File: src/rtl/lcd1602_responder_pkg.sv
// rtl/lcd1602_responder_pkg.sv - shared constants, opcodes and state encoding for the LCD1602 responder
package lcd1602_pkg;

   localparam int          LCD_CHARS      = 32;
   localparam int          CHARS_PER_LINE = 16;
   localparam logic [7:0]  BLANK_CHAR     = 8'h20;

   localparam logic [7:0]  CLEAR_DISPLAY             = 8'h01;
   localparam logic [7:0]  RETURN_HOME               = 8'h02;
   localparam logic [7:0]  SHIFT_CURSOR_RIGHT        = 8'h06;
   localparam logic [7:0]  DISPON_CURSOROFF          = 8'h0C;
   localparam logic [7:0]  LINES2_MATRIX5x8_MODE8bit = 8'h38;
   localparam logic [7:0]  START_2LINE               = 8'hC0;

   typedef enum logic [1:0] {
      ST_CLEARING,
      ST_IDLE,
      ST_EXEC,
      ST_BUSY
   } state_e;

   function automatic logic [4:0] step_cursor(input logic [4:0] idx, input logic inc);
      return inc ? idx + 5'd1 : idx - 5'd1;
   endfunction

endpackage

File: src/rtl/lcd1602_responder_if.sv
// rtl/lcd1602_responder_if.sv - 8-bit parallel LCD bus between controller (master) and display (slave)
interface lcd1602_responder_if;
   logic       lcd_rs;
   logic       lcd_rw;
   logic       lcd_enable;
   logic [7:0] lcd_data;
   logic [7:0] lcd_dout;

   modport master (output lcd_rs, output lcd_rw, output lcd_enable, output lcd_data, input lcd_dout);
   modport slave  (input lcd_rs, input lcd_rw, input lcd_enable, input lcd_data, output lcd_dout);
endinterface

File: src/rtl/lcd1602_responder_bus_sync.sv
// rtl/lcd1602_responder_bus_sync.sv - bus synchronizer with enable falling-edge strobe
module lcd_bus_sync #(
   parameter int STAGES = 2
) (
   input  logic       clk,
   input  logic       reset,
   input  logic       enable_in,
   input  logic       rs_in,
   input  logic       rw_in,
   input  logic [7:0] data_in,
   output logic       strobe,
   output logic       rs,
   output logic       rw,
   output logic [7:0] data
);

   // Bit 10 = enable, 9 = rs, 8 = rw, 7:0 = data
   logic [10:0] sync_q [STAGES];
   logic [10:0] sync_d [STAGES];
   logic        en_prev_q;
   logic        en_prev_d;

   always_comb begin
      sync_d[0] = {enable_in, rs_in, rw_in, data_in};
      for (int i = 1; i < STAGES; i++) begin
         sync_d[i] = sync_q[i-1];
      end
      en_prev_d = sync_q[STAGES-1][10];
   end

   always_ff @(posedge clk) begin
      if (!reset) begin
         for (int i = 0; i < STAGES; i++) begin
            sync_q[i] <= '0;
         end
         en_prev_q <= 1'b0;
      end else begin
         sync_q    <= sync_d;
         en_prev_q <= en_prev_d;
      end
   end

   assign strobe = en_prev_q & ~sync_q[STAGES-1][10];
   assign rs     = sync_q[STAGES-1][9];
   assign rw     = sync_q[STAGES-1][8];
   assign data   = sync_q[STAGES-1][7:0];

endmodule

File: src/rtl/lcd1602_responder.sv
// rtl/lcd1602_responder.sv - HD44780-style 16x2 display target: decode, buffer, cursor and busy model
module lcd1602_responder
   import lcd1602_pkg::*;
#(
   parameter int BUSY_SHORT  = 2,
   parameter int BUSY_LONG   = 40,
   parameter int SYNC_STAGES = 2
) (
   input  logic                 clk,
   input  logic                 reset,
   lcd1602_responder_if.slave   bus,
   input  logic [4:0]           rd_addr,
   output logic [7:0]           rd_char,
   output logic [4:0]           cursor_idx,
   output logic                 display_on,
   output logic                 cursor_on,
   output logic                 blink_on,
   output logic                 two_line,
   output logic                 inc_mode,
   output logic                 busy,
   output logic                 cmd_valid,
   output logic                 cmd_rs,
   output logic [7:0]           cmd_byte,
   output logic                 overrun,
   output logic                 unsupported
);

   localparam int CNT_W = $clog2(BUSY_LONG + 1);
   // EXEC is itself one busy cycle and BUSY lasts count+1 cycles, hence the -2;
   // after clearing, the 32 CLEARING cycles plus count+1 make up BUSY_LONG.
   localparam logic [CNT_W-1:0] CNT_SHORT     = CNT_W'(BUSY_SHORT - 2);
   localparam logic [CNT_W-1:0] CNT_LONG      = CNT_W'(BUSY_LONG - 2);
   localparam logic [CNT_W-1:0] CNT_AFTER_CLR = CNT_W'(BUSY_LONG - 33);

   logic       strobe, s_rs, s_rw;
   logic [7:0] s_data;

   lcd_bus_sync #(.STAGES(SYNC_STAGES)) u_sync (
      .clk       (clk),
      .reset     (reset),
      .enable_in (bus.lcd_enable),
      .rs_in     (bus.lcd_rs),
      .rw_in     (bus.lcd_rw),
      .data_in   (bus.lcd_data),
      .strobe    (strobe),
      .rs        (s_rs),
      .rw        (s_rw),
      .data      (s_data)
   );

   state_e           state_q, state_d;
   logic [4:0]       clr_cnt_q, clr_cnt_d;
   logic [CNT_W-1:0] busy_cnt_q, busy_cnt_d;
   logic [4:0]       cursor_q, cursor_d;
   logic             display_on_q, display_on_d, cursor_on_q, cursor_on_d;
   logic             blink_on_q, blink_on_d, two_line_q, two_line_d;
   logic             inc_mode_q, inc_mode_d;
   logic             cmd_valid_q, cmd_valid_d, cmd_rs_q, cmd_rs_d;
   logic [7:0]       cmd_byte_q, cmd_byte_d;
   logic             overrun_q, overrun_d, unsupported_q, unsupported_d;
   logic [7:0]       rd_char_q;
   logic [7:0]       mem_q [LCD_CHARS];
   logic             wr_en;
   logic [4:0]       wr_idx;
   logic [7:0]       wr_data;

   always_comb begin
      state_d       = state_q;
      clr_cnt_d     = clr_cnt_q;
      busy_cnt_d    = busy_cnt_q;
      cursor_d      = cursor_q;
      display_on_d  = display_on_q;
      cursor_on_d   = cursor_on_q;
      blink_on_d    = blink_on_q;
      two_line_d    = two_line_q;
      inc_mode_d    = inc_mode_q;
      cmd_valid_d   = 1'b0;
      cmd_rs_d      = cmd_rs_q;
      cmd_byte_d    = cmd_byte_q;
      overrun_d     = overrun_q;
      unsupported_d = unsupported_q;
      wr_en         = 1'b0;
      wr_idx        = cursor_q;
      wr_data       = cmd_byte_q;

      if (strobe && state_q != ST_IDLE) begin
         overrun_d = 1'b1;
      end

      case (state_q)
         ST_CLEARING: begin
            wr_en     = 1'b1;
            wr_idx    = clr_cnt_q;
            wr_data   = BLANK_CHAR;
            clr_cnt_d = clr_cnt_q + 5'd1;
            if (clr_cnt_q == 5'(LCD_CHARS - 1)) begin
               cursor_d   = 5'd0;
               busy_cnt_d = CNT_AFTER_CLR;
               state_d    = ST_BUSY;
            end
         end
         ST_IDLE: begin
            if (strobe && !s_rw) begin
               cmd_valid_d = 1'b1;
               cmd_rs_d    = s_rs;
               cmd_byte_d  = s_data;
               state_d     = ST_EXEC;
            end
         end
         ST_EXEC: begin
            state_d    = ST_BUSY;
            busy_cnt_d = CNT_SHORT;
            if (cmd_rs_q) begin
               wr_en    = 1'b1;
               cursor_d = step_cursor(cursor_q, inc_mode_q);
            end else if (cmd_byte_q[7]) begin
               cursor_d = {cmd_byte_q[6], cmd_byte_q[3:0]};
            end else if (cmd_byte_q[6]) begin
               cursor_d = cursor_q;
            end else if (cmd_byte_q[5]) begin
               two_line_d = cmd_byte_q[3];
               if (!cmd_byte_q[4]) begin
                  unsupported_d = 1'b1;
               end
            end else if (cmd_byte_q[4]) begin
               if (!cmd_byte_q[3]) begin
                  cursor_d = step_cursor(cursor_q, cmd_byte_q[2]);
               end
            end else if (cmd_byte_q[3]) begin
               display_on_d = cmd_byte_q[2];
               cursor_on_d  = cmd_byte_q[1];
               blink_on_d   = cmd_byte_q[0];
            end else if (cmd_byte_q[2]) begin
               inc_mode_d = cmd_byte_q[1];
            end else if (cmd_byte_q[1]) begin
               cursor_d   = 5'd0;
               busy_cnt_d = CNT_LONG;
            end else if (cmd_byte_q[0]) begin
               inc_mode_d = 1'b1;
               clr_cnt_d  = 5'd0;
               state_d    = ST_CLEARING;
            end
         end
         ST_BUSY: begin
            if (busy_cnt_q == '0) begin
               state_d = ST_IDLE;
            end else begin
               busy_cnt_d = busy_cnt_q - 1'b1;
            end
         end
         default: state_d = ST_CLEARING;
      endcase
   end

   always_ff @(posedge clk) begin
      if (!reset) begin
         state_q       <= ST_CLEARING;
         clr_cnt_q     <= 5'd0;
         busy_cnt_q    <= '0;
         cursor_q      <= 5'd0;
         display_on_q  <= 1'b0;
         cursor_on_q   <= 1'b0;
         blink_on_q    <= 1'b0;
         two_line_q    <= 1'b0;
         inc_mode_q    <= 1'b1;
         cmd_valid_q   <= 1'b0;
         cmd_rs_q      <= 1'b0;
         cmd_byte_q    <= 8'h00;
         overrun_q     <= 1'b0;
         unsupported_q <= 1'b0;
         rd_char_q     <= 8'h00;
      end else begin
         state_q       <= state_d;
         clr_cnt_q     <= clr_cnt_d;
         busy_cnt_q    <= busy_cnt_d;
         cursor_q      <= cursor_d;
         display_on_q  <= display_on_d;
         cursor_on_q   <= cursor_on_d;
         blink_on_q    <= blink_on_d;
         two_line_q    <= two_line_d;
         inc_mode_q    <= inc_mode_d;
         cmd_valid_q   <= cmd_valid_d;
         cmd_rs_q      <= cmd_rs_d;
         cmd_byte_q    <= cmd_byte_d;
         overrun_q     <= overrun_d;
         unsupported_q <= unsupported_d;
         rd_char_q     <= mem_q[rd_addr];
      end
   end

   // Buffer is not reset; CLEARING blanks it after every reset
   always_ff @(posedge clk) begin
      if (reset && wr_en) begin
         mem_q[wr_idx] <= wr_data;
      end
   end

   assign busy         = (state_q != ST_IDLE);
   assign bus.lcd_dout = {busy, cursor_q[4], 2'b00, cursor_q[3:0]};
   assign rd_char      = rd_char_q;
   assign cursor_idx   = cursor_q;
   assign display_on   = display_on_q;
   assign cursor_on    = cursor_on_q;
   assign blink_on     = blink_on_q;
   assign two_line     = two_line_q;
   assign inc_mode     = inc_mode_q;
   assign cmd_valid    = cmd_valid_q;
   assign cmd_rs       = cmd_rs_q;
   assign cmd_byte     = cmd_byte_q;
   assign overrun      = overrun_q;
   assign unsupported  = unsupported_q;

endmodule

File: src/flat_wrapper.sv
// flat-port wrapper written by rule: the top's interface ports become plain ports
module lcd1602_responder_flat import lcd1602_pkg::*;
#(
   parameter int BUSY_SHORT  = 2,
   parameter int BUSY_LONG   = 40,
   parameter int SYNC_STAGES = 2
)
  (clk, reset, rd_addr, rd_char, cursor_idx, display_on, cursor_on, blink_on, two_line, inc_mode, busy, cmd_valid, cmd_rs, cmd_byte, overrun, unsupported, bus_lcd_rs, bus_lcd_rw, bus_lcd_enable, bus_lcd_data, bus_lcd_dout);
  lcd1602_responder_if bus_i ();
  input  logic clk;
  input  logic reset;
  input  logic [4:0] rd_addr;
  output logic [7:0] rd_char;
  output logic [4:0] cursor_idx;
  output logic display_on;
  output logic cursor_on;
  output logic blink_on;
  output logic two_line;
  output logic inc_mode;
  output logic busy;
  output logic cmd_valid;
  output logic cmd_rs;
  output logic [7:0] cmd_byte;
  output logic overrun;
  output logic unsupported;
  input wire logic [$bits(bus_i.lcd_rs)-1:0] bus_lcd_rs;
  input wire logic [$bits(bus_i.lcd_rw)-1:0] bus_lcd_rw;
  input wire logic [$bits(bus_i.lcd_enable)-1:0] bus_lcd_enable;
  input wire logic [$bits(bus_i.lcd_data)-1:0] bus_lcd_data;
  output wire logic [$bits(bus_i.lcd_dout)-1:0] bus_lcd_dout;
  assign bus_i.lcd_rs = bus_lcd_rs;
  assign bus_i.lcd_rw = bus_lcd_rw;
  assign bus_i.lcd_enable = bus_lcd_enable;
  assign bus_i.lcd_data = bus_lcd_data;
  assign bus_lcd_dout = bus_i.lcd_dout;
  lcd1602_responder #(.BUSY_SHORT(BUSY_SHORT), .BUSY_LONG(BUSY_LONG), .SYNC_STAGES(SYNC_STAGES)) u_core (.clk(clk), .reset(reset), .bus(bus_i), .rd_addr(rd_addr), .rd_char(rd_char), .cursor_idx(cursor_idx), .display_on(display_on), .cursor_on(cursor_on), .blink_on(blink_on), .two_line(two_line), .inc_mode(inc_mode), .busy(busy), .cmd_valid(cmd_valid), .cmd_rs(cmd_rs), .cmd_byte(cmd_byte), .overrun(overrun), .unsupported(unsupported));
endmodule
File: config.mk
export PLATFORM = sky130hd
export DESIGN_NAME = lcd1602_responder_flat
export DESIGN_NICKNAME = d
export VERILOG_FILES = /design/src/rtl/lcd1602_responder_pkg.sv /design/src/rtl/lcd1602_responder_if.sv /design/src/rtl/lcd1602_responder_bus_sync.sv /design/src/rtl/lcd1602_responder.sv /design/src/flat_wrapper.sv
export SDC_FILE = /design/constraint.sdc
export NUM_CORES = 1
export LEC_CHECK = 0
export ABC_AREA = 1
export BUFFER_PORTS_ARGS = -buffer_cell sky130_fd_sc_hd__buf_2
export CORE_MARGIN = 1.5
export CORE_UTILIZATION = 45
export CTS_BUF_LIST = sky130_fd_sc_hd__clkbuf_8
export CTS_CLUSTER_SIZE = 14
export DETAILED_ROUTE_END_ITERATION = 16
export PLACE_DENSITY_LB_ADDON = 0.08
export SLEW_MARGIN = 20
export SYNTH_ARGS = -nofsm -noshare
export SYNTH_HDL_FRONTEND = slang
export SYNTH_SLANG_ARGS = --single-unit
File: constraint.sdc
create_clock -name clk -period 2.6 [get_ports clk]
set_clock_uncertainty 0.2 [all_clocks]
set_input_delay 0.52 -clock clk [delete_from_list [all_inputs] [get_ports clk]]
set_output_delay 0.52 -clock clk [all_outputs]
set_load 0.005 [all_outputs]
==> results of run 1 <==
[power breakdown]
| group | total, mW | switching (mW) | internal [mW] | leakage, nW |
|---|---|---|---|---|
| clock | 4.22 | 1.95 | 2.27 | 0.599 |
| combinational | 0.572 | 0.380 | 0.192 | 2.98 |
| sequential | 5.55 | 0.0152 | 5.54 | 2.71 |
[cell families after synthesis]
group,after synthesis,synth area share
AO/OA/AOI/OAI,120,0.0478
XOR/XNOR,4,0.00260
adder cells (fa/ha/maj),5,0.00464
buffers and inverters,145,0.0474
flip-flops,322,0.668
other,1,0.000278
AND/OR/NAND/NOR,715,0.230
[cell type report]
cell class / instances / area share
Sequential cell: 322 / 0.572
Clock buffer: 59 / 0.0516
Inverter: 72 / 0.0174
Multi-Input combinational cell: 846 / 0.245
Clock inverter: 36 / 0.0130
Timing Repair Buffer: 140 / 0.0696
Tap cell: 390 / 0.0310
[state kept, by name, indices dropped and copies added, names as in the netlist]
register and flops:
u_core.blink_on 1, u_core.busy_cnt_q 6, u_core.clr_cnt_q 5, u_core.cmd_byte 8, u_core.cmd_rs 1, u_core.cmd_valid 1, u_core.cursor_idx 5, u_core.cursor_on 1
u_core.display_on 1, u_core.inc_mode 1, u_core.mem_q 256, u_core.overrun 1, u_core.rd_char 8, u_core.state_q 2, u_core.two_line 1, u_core.u_sync.data 8
u_core.u_sync.en_prev_d 1, u_core.u_sync.en_prev_q 1, u_core.u_sync.rs 1, u_core.u_sync.rw 1, u_core.u_sync.sync_d 11, u_core.unsupported 1
[through the flow]
stage	power [mW]	setup slack, ns
detailed placement	6.22	0.140
global placement	6.22	0.165
finish	10.3	0.152
global route	10.7	0.0234
floorplan	6.02	0.466
CTS	10.5	0.131
[worst min-delay path: cells and delay by family]
kind,cells,cell delay (ns)
buffers and inverters,1,0.17
AND/OR/NAND/NOR,3,0.23
[repair_timing]
item / CTS / global route
gates resized for setup: 0 / 0
hold endpoints to repair: 11 / 0
setup endpoints to repair: 0 / 0
hold buffers: 11 / 0
[worst paths after layout]
path                                               to  slack, ns  cells past startpoint
worst max-delay path               u_core.mem_q[9][3]       0.15                     10
worst min-delay path                u_core.rd_char[2]       0.20                      4
worst max register to register     u_core.mem_q[9][3]       0.15                     10
worst min register to register  u_core.u_sync.data[0]       0.21                      2
[metal layers]
metal | track usage | share of wire
met5 | 0 | 0
met4 | 0.0609 | 0.013
met2 | 0.350 | 0.45
met1 | 0.328 | 0.48
met3 | 0.0398 | 0.054
[cell usage in the layout (no fill, tap or decap), types with 11 or more instances in the layout]
cell	count
a21oi_1	38
inv_1	81
nand2_1	378
buf_2	53
dfxtp_1	66
nor2_1	114
buf_12	12
dlygate4sd3_1	11
clkbuf_8	59
o21ai_0	65
nand3_1	179
buf_4	64
edfxtp_1	256
==> impl_metrics.yaml, run 1 <==
timing:
  hold_viol: 0
  finalCriticalPeriod_ns: 2.45
  maxSlewHeadroom: 0.486
  whs_ns: 0.198
  fin_tns_setup_ns: 0
  worstMarginPinSlew_ns: 0.768
  setup_viol: 0
  fin_crit_sh: 0.942
  rsz0062_at_grt: "no"
  slew_violations: 0
  fmax_ghz: 0.408
setup_path:
  cp_common_cell: "inv_1"
  path_delay_family: "simple AND/OR/NAND/NOR gates"
  cp.arrival_ns: 2.46
  crit_fanout: 16
  critPathLaunch: "u_core.state_q[1]"
  crit_type: "reg -> reg"
  path_cells: "nor2_4 -> buf_12 -> inv_4 -> nor2_2 -> inv_1 -> o21ai_2 -> inv_1 -> buf_4 -> nand3_4 -> nor2_1"
  slowest_stage: "nor2_1"
  r2r-start: "u_core.state_q[1]"
  critical_path.max_stage_delay_ns: 0.60
  crit_path_end_kind: "register"
  required_ns: 2.61
  start_kind: "register"
  path_buf_inv: 5
place:
  dp.cells: 1759
  gp_congestion: 0.838
  io_buffer_count: 54
  postPlaceCellArea_um2: 14600
  dpl.hpwl_mm: 21.1
detailed_routing:
  dr.pass1.iters: 5
  postRouteAntennaNets: 0
  route.detailed.wl_per_inst_um: 18.3
  drt_iter0_markers: 770
  drc_errors: 0
  wirelength_mm: 34.1
  via_per_inst: 5.07
  vias: 9464
floorplanning:
  die_h_um: 176
  core_area_um2: 29600
  initial_utilization: 0.456
  io_pins: 57
  dieWidth_um: 176
  rows: 63
  dieArea_um2: 31000
power_and_ir_drop:
  p_leak_nw: 6.28
  p_per_area_nw_per_um2: 657
  irDropWorstVdd_mv: 0.498
global_route:
  antenna_found_initial: 0
  grt_max_degree: 76
  grt-ovfl-total: 0
  grt_pass1_vias: 9343
  grt_use_total: 0.226
  grt_pass1_wl_mm: 53.5
finish:
  nFillCells: 2714
  fin_cells: 1865
  n_antenna_cell: 0
  syn_to_final_growth_pct: 16.7
  multi_input_area_um2: 3860
  nNetsFinal: 1458
  fin_util: 0.533
  fin_area_um2: 15700
  drive_gt1_frac: 0.165
  seq_area_um2: 9010
synth:
  yosysTopAreaCell: "edfxtp_1"
  async_flop_share: 0
  yosys_warnings: 0
  synth_common_cells: "378 x nand2_1, 256 x edfxtp_1, 179 x nand3_1"
  synth.avg_cell_area_um2: 10.3
  netlist_top_cells_area: "edfxtp_1 57%, nand2_1 11%, dfxtp_1 9.8%"
  ys.flop_type: "edfxtp_1"
  syn_area_um2: 13500
  syn_inst: 1312
  ys_seq_area_frac: 0.668
  synth_top_area_frac: 0.570
  synth-edff-count: 256
  synthMostInstantiatedCell: "nand2_1"
  ys_ff_latch: 322
  ys_types: 40
clock_tree:
  clk_path_buf_depth: 3
  cts_made_buffers: 53
  clock_latency_ns: 0.58
  clockRootBuffer: "clkbuf_8"
  clkTransAtPathRegs_ns: 0.06
  postCtsSetupRepairBufs: 0
  cts.sink_count: 322
  cts_tree: "done"
  h-tree-depth: 2
worst_hold_path:
  min_from: "rd_addr[4]"
  holdCritPathClass: "in -> reg"
run:
  timing.max_cap.violations: 0
status:
  outcome: "finished, final reports clean"
Power figures use the tool's default switching activity.
==> run 2, diff against run 1 <==
CTS_BUF_LIST = sky130_fd_sc_hd__clkbuf_4 sky130_fd_sc_hd__clkbuf_8   (was sky130_fd_sc_hd__clkbuf_8)
SLEW_MARGIN = not set   (was 20)
==> impl_metrics.yaml, run 2 (synthesis results as in run 1) <==
finish:
  layout_common_cells: "378 x nand2_1, 256 x edfxtp_1, 179 x nand3_1"
  layout_commonest_cell: "nand2_1"
  drive_gt1_frac: 0.179
  syn_to_final_growth_pct: 17.3
  largest_reg_flops: 256
  top_register: "u_core.mem_q"
  fin_area_um2: 15800
  n_antenna_cell: 0
  nFillCells: 2695
  multi_input_area_um2: 3860
  seq_area_um2: 9010
  nNetsFinal: 1458
detailed_routing:
  wirelength_mm: 34.2
  vias: 9501
  postRouteAntennaNets: 0
  dr.pass1.iters: 5
  drc_errors: 0
  drt_iter0_markers: 879
  route.detailed.wl_per_inst_um: 18.3
  via_per_inst: 5.09
floorplanning:
  die_h_um: 176
  initial_utilization: 0.456
  rows: 63
  dieArea_um2: 31000
  core_area_um2: 29600
  io_pins: 57
  dieWidth_um: 176
clock_tree:
  h-tree-depth: 2
  postCtsSetupRepairBufs: 0
  clock_latency_ns: 0.58
  cts_tree: "done"
  cts_made_buffers: 53
  cts.sink_count: 322
  clkTransAtPathRegs_ns: 0.06
  clockRootBuffer: "clkbuf_8"
  post_cts_resize_count: 0
  clk_path_buf_depth: 3
  postCtsHoldBufs: 11
worst_hold_path:
  holdCritPathClass: "in -> reg"
timing:
  hold_viol: 0
  setup_viol: 0
  worstMarginPinSlew_ns: 0.786
  maxSlewHeadroom: 0.474
  slew_violations: 0
  fmax_ghz: 0.407
  fin_crit_sh: 0.944
  whs_ns: 0.192
  finalCriticalPeriod_ns: 2.45
  rsz0062_at_grt: "no"
  fin_tns_setup_ns: 0
global_route:
  grt-ovfl-total: 0
  grt_use_total: 0.226
  grt_pass1_wl_mm: 53.6
  grt_pass1_vias: 9345
  antenna_found_initial: 0
  grt_max_degree: 76
power_and_ir_drop:
  p_leak_nw: 6.27
  p_per_area_nw_per_um2: 672
  irDropWorstVdd_mv: 0.498
  power.total_mw: 10.6
setup_path:
  required_ns: 2.61
  crit_path_end_kind: "register"
  cp.arrival_ns: 2.46
  start_kind: "register"
  crit_type: "reg -> reg"
  crit_fanout: 16
run:
  timing.max_cap.violations: 0
place:
  gp_congestion: 0.838
  postPlaceCellArea_um2: 14600
  dpl.hpwl_mm: 21.1
  io_buffer_count: 54
status:
  outcome: "finished, final reports clean"
==> run 2: path summary, 6_finish.rpt <==
kind	end	startpoint	slack (ns)	cells after the start
worst max-delay path	u_core.mem_q[9][3]	u_core.state_q[1]	0.15	10
worst max register to register	u_core.mem_q[9][3]	u_core.state_q[1]	0.15	10
worst min register to register	u_core.u_sync.data[0]	u_core.u_sync.sync_d[0]	0.21	2
worst min-delay path	u_core.rd_char[2]	rd_addr[4]	0.19	4
==> run 2: power breakdown <==
group          switching [mW]  internal, mW  total [mW]  leakage, nW
sequential             0.0150          5.54        5.55         2.71
combinational           0.380         0.192       0.572         2.98
clock                    1.94          2.58        4.52        0.584
==> run 2: worst max-delay path, cell delays in order (launching register included) <==
cell     delay (ns)
dfxtp_1        0.48
nor2_4         0.08
buf_12         0.16
inv_4          0.06
nor2_2         0.03
inv_1          0.08
o21ai_2        0.09
inv_1          0.11
buf_4          0.13
nand3_4        0.05
nor2_1         0.61
==> run 2: final cells by class <==
type,instances,share of cell area
sequential,322,0.569
multi-input combinational,846,0.244
timing repair buffer,140,0.0693
clock buffer,80,0.0613
tap,390,0.0308
inverter,72,0.0173
clock inverter,15,0.00791
==> run 2: layer usage <==
| layer | part of all wire | wire (um) | up-vias | global-route usage |
|---|---|---|---|---|
| li1 | - | - | 4694 | - |
| met5 | 0 | 0 | - | 0 |
| met3 | 0.052 | 1790 | 42 | 0.0401 |
| met2 | 0.46 | 15600 | 252 | 0.351 |
| met1 | 0.48 | 16300 | 4513 | 0.328 |
| met4 | 0.014 | 478 | 0 | 0.0609 |
==> run 2: metrics by stage <==
| step | utilization | setup WS [ns] | std cells |
|---|---|---|---|
| floorplan | - | 0.466 | 1313 |
| global placement | 0.495 | 0.165 | 1759 |
| detailed placement | 0.495 | 0.140 | 1759 |
| CTS | 0.535 | 0.125 | 1865 |
| global route | 0.535 | 0.0196 | 1865 |
| finish | 0.535 | 0.146 | 1865 |
